**src/rtl/regfile_operand_reader.sv**
```systemverilog
// Operand reader: regfile read with two-cycle writeback bypass, busy scoreboard and a one-entry output register.
// Latency is 1 cycle. req_ready_o drops on a busy source/rd, on flush, or when the output entry is stalled.
module regfile_operand_reader #(
  parameter int DATA_WIDTH     = 32,
  parameter int NR_WRITE_PORTS = 2,
  parameter bit ZERO_REG_ZERO  = 1'b1
) (
  input  logic                                     clk_i,
  input  logic                                     rst_ni,
  input  logic                                     flush_i,
  input  logic                                     req_valid_i,
  output logic                                     req_ready_o,
  input  logic [4:0]                               rs1_i,
  input  logic [4:0]                               rs2_i,
  input  logic [4:0]                               rd_i,
  input  logic                                     rd_we_i,
  output logic [1:0][4:0]                          raddr_o,
  input  logic [1:0][DATA_WIDTH-1:0]               rdata_i,
  input  logic [NR_WRITE_PORTS-1:0][4:0]           wb_waddr_i,
  input  logic [NR_WRITE_PORTS-1:0][DATA_WIDTH-1:0] wb_wdata_i,
  input  logic [NR_WRITE_PORTS-1:0]                wb_we_i,
  output logic                                     rsp_valid_o,
  input  logic                                     rsp_ready_i,
  output logic [DATA_WIDTH-1:0]                    op_a_o,
  output logic [DATA_WIDTH-1:0]                    op_b_o
);

  logic [31:0]                               busy_q, busy_d;
  logic [NR_WRITE_PORTS-1:0]                 prev_we_q;
  logic [NR_WRITE_PORTS-1:0][4:0]            prev_waddr_q;
  logic [NR_WRITE_PORTS-1:0][DATA_WIDTH-1:0] prev_wdata_q;
  logic                                      rsp_valid_q;
  logic [DATA_WIDTH-1:0]                     op_a_q, op_b_q;
  logic [DATA_WIDTH-1:0]                     sel_a, sel_b;
  logic                                      accept;

  assign raddr_o[0] = rs1_i;
  assign raddr_o[1] = rs2_i;

  function automatic logic wb_hit(input logic [4:0] idx);
    logic hit;
    hit = 1'b0;
    for (int i = 0; i < NR_WRITE_PORTS; i++) begin
      if (wb_we_i[i] && wb_waddr_i[i] == idx) hit = 1'b1;
    end
    return hit;
  endfunction

  // A register being written back this cycle is already resolved by the bypass.
  function automatic logic is_busy(input logic [4:0] idx);
    return busy_q[idx] && !wb_hit(idx);
  endfunction

  // Later assignments win: current set over previous set over rdata, high port over low port.
  function automatic logic [DATA_WIDTH-1:0] select_operand(input logic [4:0]            idx,
                                                           input logic [DATA_WIDTH-1:0] rf_val);
    logic [DATA_WIDTH-1:0] v;
    v = rf_val;
    for (int i = 0; i < NR_WRITE_PORTS; i++) begin
      if (prev_we_q[i] && prev_waddr_q[i] == idx) v = prev_wdata_q[i];
    end
    for (int i = 0; i < NR_WRITE_PORTS; i++) begin
      if (wb_we_i[i] && wb_waddr_i[i] == idx) v = wb_wdata_i[i];
    end
    if (ZERO_REG_ZERO && idx == 5'd0) v = '0;
    return v;
  endfunction

  assign sel_a = select_operand(rs1_i, rdata_i[0]);
  assign sel_b = select_operand(rs2_i, rdata_i[1]);

  assign req_ready_o = !flush_i && !is_busy(rs1_i) && !is_busy(rs2_i) &&
                       !(rd_we_i && is_busy(rd_i)) && (!rsp_valid_q || rsp_ready_i);
  assign accept      = req_valid_i && req_ready_o;

  always_comb begin
    busy_d = busy_q;
    for (int i = 0; i < NR_WRITE_PORTS; i++) begin
      if (wb_we_i[i]) busy_d[wb_waddr_i[i]] = 1'b0;
    end
    // Set after clear so a same-cycle set/clear of one index leaves it busy.
    if (accept && rd_we_i && (rd_i != 5'd0 || !ZERO_REG_ZERO)) busy_d[rd_i] = 1'b1;
    if (flush_i) busy_d = '0;
  end

  always_ff @(posedge clk_i or negedge rst_ni) begin
    if (!rst_ni) begin
      busy_q       <= '0;
      prev_we_q    <= '0;
      prev_waddr_q <= '0;
      prev_wdata_q <= '0;
      rsp_valid_q  <= 1'b0;
      op_a_q       <= '0;
      op_b_q       <= '0;
    end else begin
      busy_q       <= busy_d;
      prev_we_q    <= wb_we_i;
      prev_waddr_q <= wb_waddr_i;
      prev_wdata_q <= wb_wdata_i;
      if (flush_i) begin
        rsp_valid_q <= 1'b0;
      end else if (accept) begin
        rsp_valid_q <= 1'b1;
        op_a_q      <= sel_a;
        op_b_q      <= sel_b;
      end else if (rsp_ready_i) begin
        rsp_valid_q <= 1'b0;
      end
    end
  end

  assign rsp_valid_o = rsp_valid_q;
  assign op_a_o      = op_a_q;
  assign op_b_o      = op_b_q;

endmodule

```
**config.mk**
```make
export PLATFORM = sky130hd
export DESIGN_NAME = regfile_operand_reader
export DESIGN_NICKNAME = d
export VERILOG_FILES = /design/src/rtl/regfile_operand_reader.sv
export SDC_FILE = /design/constraint.sdc
export NUM_CORES = 1
export LEC_CHECK = 0
export CAP_MARGIN = 20
export CORE_MARGIN = 3
export CORE_UTILIZATION = 50
export DETAILED_ROUTE_END_ITERATION = 10
export DONT_BUFFER_PORTS = 1
export HOLD_SLACK_MARGIN = 0.15
export REMOVE_ABC_BUFFERS = 1
export SETUP_SLACK_MARGIN = 0.05
export SLEW_MARGIN = 0
export SYNTH_ARGS = -nofsm -noshare
export SYNTH_HDL_FRONTEND = slang
export SYNTH_SLANG_ARGS = --single-unit
```
**constraint.sdc**
```tcl
create_clock -name clk_i -period 4 [get_ports clk_i]
set_input_delay 0.8 -clock clk_i [delete_from_list [all_inputs] [get_ports clk_i]]
set_output_delay 0.8 -clock clk_i [all_outputs]
set_load 0.01 [all_outputs]
```
==> results.sh, run 1 <==
export IMPL_post_synth_main_area_contributors="sky130_fd_sc_hd__dfrtp_1 (42%), sky130_fd_sc_hd__mux2_2 (7.0%), sky130_fd_sc_hd__mux2i_1 (4.2%), sky130_fd_sc_hd__xor2_1 (3.4%), sky130_fd_sc_hd__clkbuf_1 (3.1%)"
export IMPL_worst_ep_required_time_ns=3.20
export IMPL_path_cells="mux4_2 > mux2_2 > a2111oi_0 > o41ai_1 > nor2_1"
export IMPL_worst_path_max_fanout=4
export IMPL_mappedNetlistArea_um2=10300
export IMPL_rrSetupSlack_ns=0.77
export IMPL_synth_compound_area_share_pct=19.6
export IMPL_timing_final_setup_violations=0
export IMPL_drc=0
export IMPL_syn_inst=1041
export IMPL_worst_r2r_startpoint="busy_q[13]"
export IMPL_core_area_um2=19900
export IMPL_antenna_violations_before_repair=0
export IMPL_cts_root_to_sink_buffers=2
export IMPL_synth_ff_type="sky130_fd_sc_hd__dfrtp_1"
export IMPL_yosys_area_share_simple_pct=14.3
export IMPL_power_density_nw_per_um2=415
export IMPL_worst_setup_path_end_kind="primary output"
export IMPL_cts_root_buffer_cell="sky130_fd_sc_hd__clkbuf_16"
export IMPL_combinational_family_with_the_most_area_after_synthesis="compound AO/OA/AOI/OAI gates"
export IMPL_worst_ep_arrival_time_ns=2.60
export IMPL_first_global_vias=8536
export IMPL_r2r_worst_path_cells=7
export IMPL_initial_core_util_pct=51.9
export IMPL_synth_commonest_cells="sky130_fd_sc_hd__dfrtp_1 (173), sky130_fd_sc_hd__clkbuf_1 (85), sky130_fd_sc_hd__nand2_1 (78), sky130_fd_sc_hd__nor2_1 (75), sky130_fd_sc_hd__mux2_2 (64)"
export IMPL_synth_xor_xnor_area_share_pct=4.24
export IMPL_grt_first_pass_wirelength_um=50200
export IMPL_cp_top_family="multiplexers"
export IMPL_die_height_um=150
export IMPL_synth_cell_type_count=49
export IMPL_finalHoldWorstSlack_ns=0.0619
export IMPL_layout_drive_gt1_share_pct=18.0
export IMPL_cellLeakagePower_nw=4.45
export IMPL_finalWorstPathRequiredPeriod_ns=3.40
export IMPL_crit_reg2reg_capture="op_b_o[9]"
export IMPL_synth_most_common_cell="sky130_fd_sc_hd__dfrtp_1"
export IMPL_core_rowCount=51
export IMPL_rsz0062_at_grt="no"
export IMPL_run_status="completed"
export IMPL_postSynthAreaPerCell_um2=9.93
export IMPL_area_delta_synth_final_pct=5.82
export IMPL_gr_usage_all_layers_pct=29.2
export IMPL_num_io_pins=237
export IMPL_timing_final_ws_setup_ns=0.601
export IMPL_vdd_ir_drop_max_mv=0.263
export IMPL_timing_hold_worst_class="in2async"
export IMPL_chipWidth_um=150
export IMPL_clkSinkCount=173
export IMPL_detailedRoute_firstPassIterationCount=5
export IMPL_design_die_area_um2=22400
export IMPL_cts_made_buffers=17
export IMPL_cts_max_level=4
export IMPL_timing_final_hold_violations=0
export IMPL_timing_worst_slew_pin_value_ns=1.03
export IMPL_cap_violations=0
export IMPL_cp_slowest_cell="sky130_fd_sc_hd__mux4_2"
export IMPL_clk_transition_reported_paths_ns=0.07
export IMPL_clock_latency_ns=0.43
export IMPL_gp_congestion=0.900
export IMPL_critical_path_class="reg2out"
export IMPL_dp_slack_ns=0.341
export IMPL_timing_final_crit_share_pct=85.0
export IMPL_maximum_number_of_pins_on_one_net_before_global_route_repair=174
export IMPL_maxClockFrequency_ghz=0.294
export IMPL_avgRoutedWirePerCell_um=26.9
export IMPL_post_synth_mux_area_share_pct=15.0
export IMPL_wl_um=33300
export IMPL_synthArstFlopShare_pct=100
export IMPL_synth_top_cell_by_area="sky130_fd_sc_hd__dfrtp_1"
export IMPL_grt_overflow_total=0
export IMPL_n_antenna_cell=0
export IMPL_startpoint_type="flip-flop"
export IMPL_drt_vias_per_instance=6.86
export IMPL_p_total_mw=4.54
export IMPL_synth_ff_latch_count=173
export IMPL_hpwl_um=20900
export IMPL_layout_core_utilization_pct=54.9
export IMPL_yosysWarningCount=0
export IMPL_synth_yosys_seq_area_share_pct=41.9
export IMPL_synth_top_area_share_pct=41.9
export IMPL_ant_nets=0
export IMPL_count_of_pins_over_their_slew_limit=0
export IMPL_cts_resized_gates=0
export IMPL_drt_initial_drc_count=770
export IMPL_cts_tree="yes"
export IMPL_final_cell_area_um2=10900
export IMPL_io_buffers=0
export IMPL_crit_path_max_incr_delay_ns=0.49
export IMPL_finalNetCount=1123
export IMPL_synth_edff_count=0
export IMPL_dpl_instance_area_um2=10400
export IMPL_max_slew_margin_pct=31.5
export IMPL_detailroute_via_count=8498
export IMPL_critical_path_buf_inv_count=0
export IMPL_worst_clock_skew_ns=0.0130
export IMPL_synth_area_in_adders_pct=0
-- timing repair --
action                                  in CTS  in global routing
endpoints found under the setup margin       0                  0
buffers inserted                             0                  0
endpoints found under the hold margin      173                173
-- worst register-to-register path, cell delays in order (launching register included) --
cell,delay (ns)
sky130_fd_sc_hd__dfrtp_1,0.46
sky130_fd_sc_hd__mux4_2,0.49
sky130_fd_sc_hd__mux2_2,0.27
sky130_fd_sc_hd__a2111oi_0,0.39
sky130_fd_sc_hd__o41ai_1,0.24
sky130_fd_sc_hd__or3b_4,0.61
sky130_fd_sc_hd__buf_4,0.34
sky130_fd_sc_hd__mux2_2,0.32
-- layer usage --
metal	up-vias	routed length, um	GRT usage [%]
met5	-	0	0
met4	0	909	10.3
met3	71	3960	9.48
met2	486	15300	45.0
met1	4225	13100	38.9
li1	3716	-	-
-- layout make-up --
type | instances | area, um^2
multi-input combinational | 750 | 5530
clock buffer | 17 | 425
clock inverter | 13 | 155
tap | 265 | 332
fill | 1813 | 8970
timing repair buffer | 17 | 153
sequential | 173 | 4330
inverter | 3 | 11.3
-- logic make-up (layout without fill, tap and decap cells) --
| group | after synthesis | in the layout |
|---|---|---|
| AND/OR/NAND/NOR | 294 | 294 |
| AO/OA/AOI/OAI | 279 | 279 |
| flip-flops | 173 | 173 |
| multiplexers | 127 | 127 |
| buffers and inverters | 118 | 50 |
| XOR/XNOR | 50 | 50 |
-- worst max-delay path by stage --
| stage | start | end | slack [ns] | cells past startpoint |
|---|---|---|---|---|
| 2_1_floorplan | rs1_i[2] | op_a_o[30] | -1.68 | 7 |
| 5_1_grt | busy_q[13] | req_ready_o | 0.40 | 5 |
| 3_5_place_dp | rs1_i[1] | op_b_o[0] | 0.34 | 7 |
| 4_1_cts | busy_q[13] | req_ready_o | 0.60 | 6 |
| 6_report | busy_q[13] | req_ready_o | 0.60 | 5 |
| 3_3_place_gp | rs1_i[1] | op_a_o[16] | 0.40 | 7 |
-- flip-flops by register name, indices dropped and copies added, names as in the netlist --
name,cells
prev_wdata_q,64
prev_we_q,2
op_b_o,32
prev_waddr_q,10
rsp_valid_o,1
op_a_o,32
busy_q,32
-- layout by cell type, fill, tap and decap left out, types with 11 or more instances in the layout --
master | synthesis | layout
sky130_fd_sc_hd__o21ai_0 | 36 | 36
sky130_fd_sc_hd__nor2_1 | 75 | 74
sky130_fd_sc_hd__a31o_2 | 31 | 31
sky130_fd_sc_hd__a21oi_1 | 31 | 31
sky130_fd_sc_hd__o221ai_1 | 33 | 33
sky130_fd_sc_hd__mux2i_1 | 43 | 43
sky130_fd_sc_hd__nand3b_1 | 34 | 34
sky130_fd_sc_hd__a211o_1 | 32 | 32
sky130_fd_sc_hd__mux4_2 | 13 | 13
sky130_fd_sc_hd__a22oi_1 | 32 | 32
sky130_fd_sc_hd__nand2_1 | 78 | 78
sky130_fd_sc_hd__clkbuf_16 | 0 | 17
sky130_fd_sc_hd__mux2_2 | 64 | 64
sky130_fd_sc_hd__a31oi_1 | 32 | 32
sky130_fd_sc_hd__dfrtp_1 | 173 | 173
sky130_fd_sc_hd__nand3_1 | 41 | 37
sky130_fd_sc_hd__buf_4 | 11 | 15
sky130_fd_sc_hd__o31ai_1 | 31 | 31
sky130_fd_sc_hd__xor2_1 | 40 | 40
sky130_fd_sc_hd__nor2b_1 | 11 | 11
-- power breakdown --
group	internal, mW	switching (mW)
registers	2.00	0.291
logic	0.327	0.237
clock network	0.931	0.760
total	3.26	1.29
-- through the flow --
| step | setup TNS [ns] | std cells |
|---|---|---|
| floorplan | -105.32 | 926 |
| global placement | 0 | 1208 |
| detailed placement | 0 | 1208 |
| CTS | 0 | 1238 |
| global route | 0 | 1238 |
| finish | 0 | 1238 |
No activity file was read; power rests on OpenSTA's default activity.
==> run 2: changes to the inputs <==
--- a/config.mk
+++ b/config.mk
@@ -11,6 +11,7 @@
 export DETAILED_ROUTE_END_ITERATION = 10
 export DONT_BUFFER_PORTS = 1
 export HOLD_SLACK_MARGIN = 0.15
+export PLACE_DENSITY = 0.68
 export REMOVE_ABC_BUFFERS = 1
 export SETUP_SLACK_MARGIN = 0.05
 export SLEW_MARGIN = 0
==> constraint.sdc (replaced) <==
create_clock -name clk_i -period 2.9 [get_ports clk_i]
set_input_delay 0.58 -clock clk_i [delete_from_list [all_inputs] [get_ports clk_i]]
set_output_delay 0.58 -clock clk_i [all_outputs]
set_load 0.01 [all_outputs]
==> results.sh, run 2 (synthesis gave the netlist of run 1 again) <==
export IMPL_hpwl_um=21400
export IMPL_timing_final_setup_violations=63
export IMPL_drt_initial_drc_count=803
export IMPL_worst_ep_arrival_time_ns=2.42
export IMPL_initial_core_util_pct=51.9
export IMPL_finalHoldWorstSlack_ns=-0.160
export IMPL_violations="negative hold slack, negative setup slack"
export IMPL_cts_root_buffer_cell="sky130_fd_sc_hd__clkbuf_16"
export IMPL_core_rowCount=51
export IMPL_rsz0062_at_grt="yes"
export IMPL_final_common_cell="sky130_fd_sc_hd__dfrtp_1"
export IMPL_antenna_violations_before_repair=0
export IMPL_clkSinkCount=173
export IMPL_area_delta_synth_final_pct=17.8
export IMPL_detailroute_via_count=9232
export IMPL_power_density_nw_per_um2=529
export IMPL_power_combinational_fraction_pct=14.4
export IMPL_cts_root_to_sink_buffers=2
export IMPL_drc=0
export IMPL_n_antenna_cell=0
export IMPL_final_tns_setup_ns=-2.55
export IMPL_grt_overflow_total=0
export IMPL_cts_tree="yes"
export IMPL_finalWorstPathRequiredPeriod_ns=3.00
export IMPL_timing_worst_slew_pin_value_ns=1.01
export IMPL_finalNetCount=1206
export IMPL_globalRouteMet1Util_pct=37.9
export IMPL_design_die_area_um2=22400
export IMPL_chipWidth_um=150
export IMPL_max_slew_margin_pct=32.7
export IMPL_vdd_ir_drop_max_mv=0.391
export IMPL_first_global_vias=8614
export IMPL_timing_final_hold_violations=173
export IMPL_dpl_instance_area_um2=10500
export IMPL_grt_met2_usage_pct=46.0
export IMPL_worst_clock_skew_ns=0.0168
export IMPL_ant_nets=0
export IMPL_top_library_cells_by_usage_in_the_layout_fill_and_taps_aside="sky130_fd_sc_hd__dfrtp_1 (173), sky130_fd_sc_hd__nand2_1 (78), sky130_fd_sc_hd__nor2_1 (73)"
export IMPL_timing_final_crit_share_pct=103
export IMPL_cts_made_buffers=17
export IMPL_startpoint_type="flip-flop"
export IMPL_gp_congestion=0.891
export IMPL_num_io_pins=237
export IMPL_run_status="finished, violations left"
export IMPL_cellInternalPower_mw=4.53
export IMPL_io_buffers=0
export IMPL_critical_path_class="reg2out"
export IMPL_power_clock_fraction_pct=36.5
export IMPL_maxClockFrequency_ghz=0.333
export IMPL_core_area_um2=19900
export IMPL_final_cell_area_um2=12200
export IMPL_cts_max_level=4
export IMPL_grt_first_pass_wirelength_um=50200
export IMPL_maximum_number_of_pins_on_one_net_before_global_route_repair=174
export IMPL_cellLeakagePower_nw=4.98
export IMPL_count_of_pins_over_their_slew_limit=0
export IMPL_worst_path_max_fanout=4
export IMPL_die_height_um=150
export IMPL_worst_setup_path_end_kind="primary output"
export IMPL_avgRoutedWirePerCell_um=27.0
export IMPL_detailedRoute_firstPassIterationCount=6
export IMPL_wl_um=35700
export IMPL_worst_ep_required_time_ns=2.32
export IMPL_layout_drive_gt1_share_pct=23.3
export IMPL_drt_vias_per_instance=6.98
export IMPL_share_seq_of_total_power_pct=49.1
export IMPL_timing_hold_worst_class="in2async"
export IMPL_top_usage_layer="met2"
export IMPL_globalRouteMet3Util_pct=9.90
export IMPL_clock_latency_ns=0.43
export IMPL_swShare_pct=29.7
export IMPL_top_register="prev_wdata_q"
export IMPL_gr_usage_all_layers_pct=29.3
export IMPL_cap_violations=0
export IMPL_net_switching_power_mw=1.91
export IMPL_largest_register_ffs=64
export IMPL_timing_final_ws_setup_ns=-0.101
export IMPL_clk_transition_reported_paths_ns=0.07
-- run 2: repair_timing --
action                                 CTS  global route
setup endpoints to repair               88            90
gates cloned                             0             9
pin swaps                                1            14
endpoints found under the hold margin  173           220
buffers inserted                         7             2
gates resized for setup                  6            53
-- run 2: metal layers --
layer	wire length, um	part of all wire [%]
met1	13400	37
met2	16800	47
met3	4410	12
met4	1170	3.3
met5	0	0
-- run 2: critical path: stages, from the launching register on --
cell                      delay, ns
sky130_fd_sc_hd__dfrtp_1       0.43
sky130_fd_sc_hd__mux4_2        0.51
sky130_fd_sc_hd__a22o_1        0.18
sky130_fd_sc_hd__or4_1         0.41
sky130_fd_sc_hd__nand4_1       0.10
sky130_fd_sc_hd__o41ai_2       0.08
sky130_fd_sc_hd__buf_4         0.17
sky130_fd_sc_hd__nor2_4        0.11
-- run 2: worst paths after layout --
kind                                    end  cells past startpoint  slack [ns]            from
max                             req_ready_o                      7       -0.10       busy_q[7]
min                              op_a_o[24]                      0       -0.16          rst_ni
max reg2reg                      op_a_o[28]                      9       -0.08       busy_q[7]
min reg2reg                       op_a_o[1]                      1        0.59       op_a_o[1]
max in group asynchronous  prev_wdata_q[14]                      0        2.77          rst_ni
min in group clk_i         prev_wdata_q[10]                      0        0.18  wb_wdata_i[10]
-- run 2: final cells by class --
cell class,instances,area (um^2)
inverters,3,11.3
flip-flops and latches,173,4330
repair buffers,99,1050
fillers,1661,7730
multi-input cells,751,5850
clock inverters,15,180
well taps,265,332
clock buffers,17,425
-- run 2: power by group through the flow --
stage | Combinational [mW] | Sequential (mW) | Clock, mW
final | 0.926 | 3.16 | 2.35
after global routing | 1.00 | 3.20 | 2.49
after CTS | 0.804 | 3.17 | 2.39
after detailed placement | 0.797 | 3.21 | 0
after global placement | 0.772 | 3.20 | 0
after floorplan | 0.643 | 3.09 | 0
-- run 2: per-stage QoR --
step | cells | utilization, % | setup WS, ns | total power [mW]
3_3_place_gp | 1226 | 52.8 | -0.0859 | 3.98
3_5_place_dp | 1226 | 52.8 | -0.173 | 4.01
2_1_floorplan | 926 | - | -2.56 | 3.74
6_report | 1323 | 61.2 | -0.101 | 6.44
4_1_cts | 1265 | 56.3 | -0.100 | 6.36
5_1_grt | 1323 | 61.2 | -0.211 | 6.69
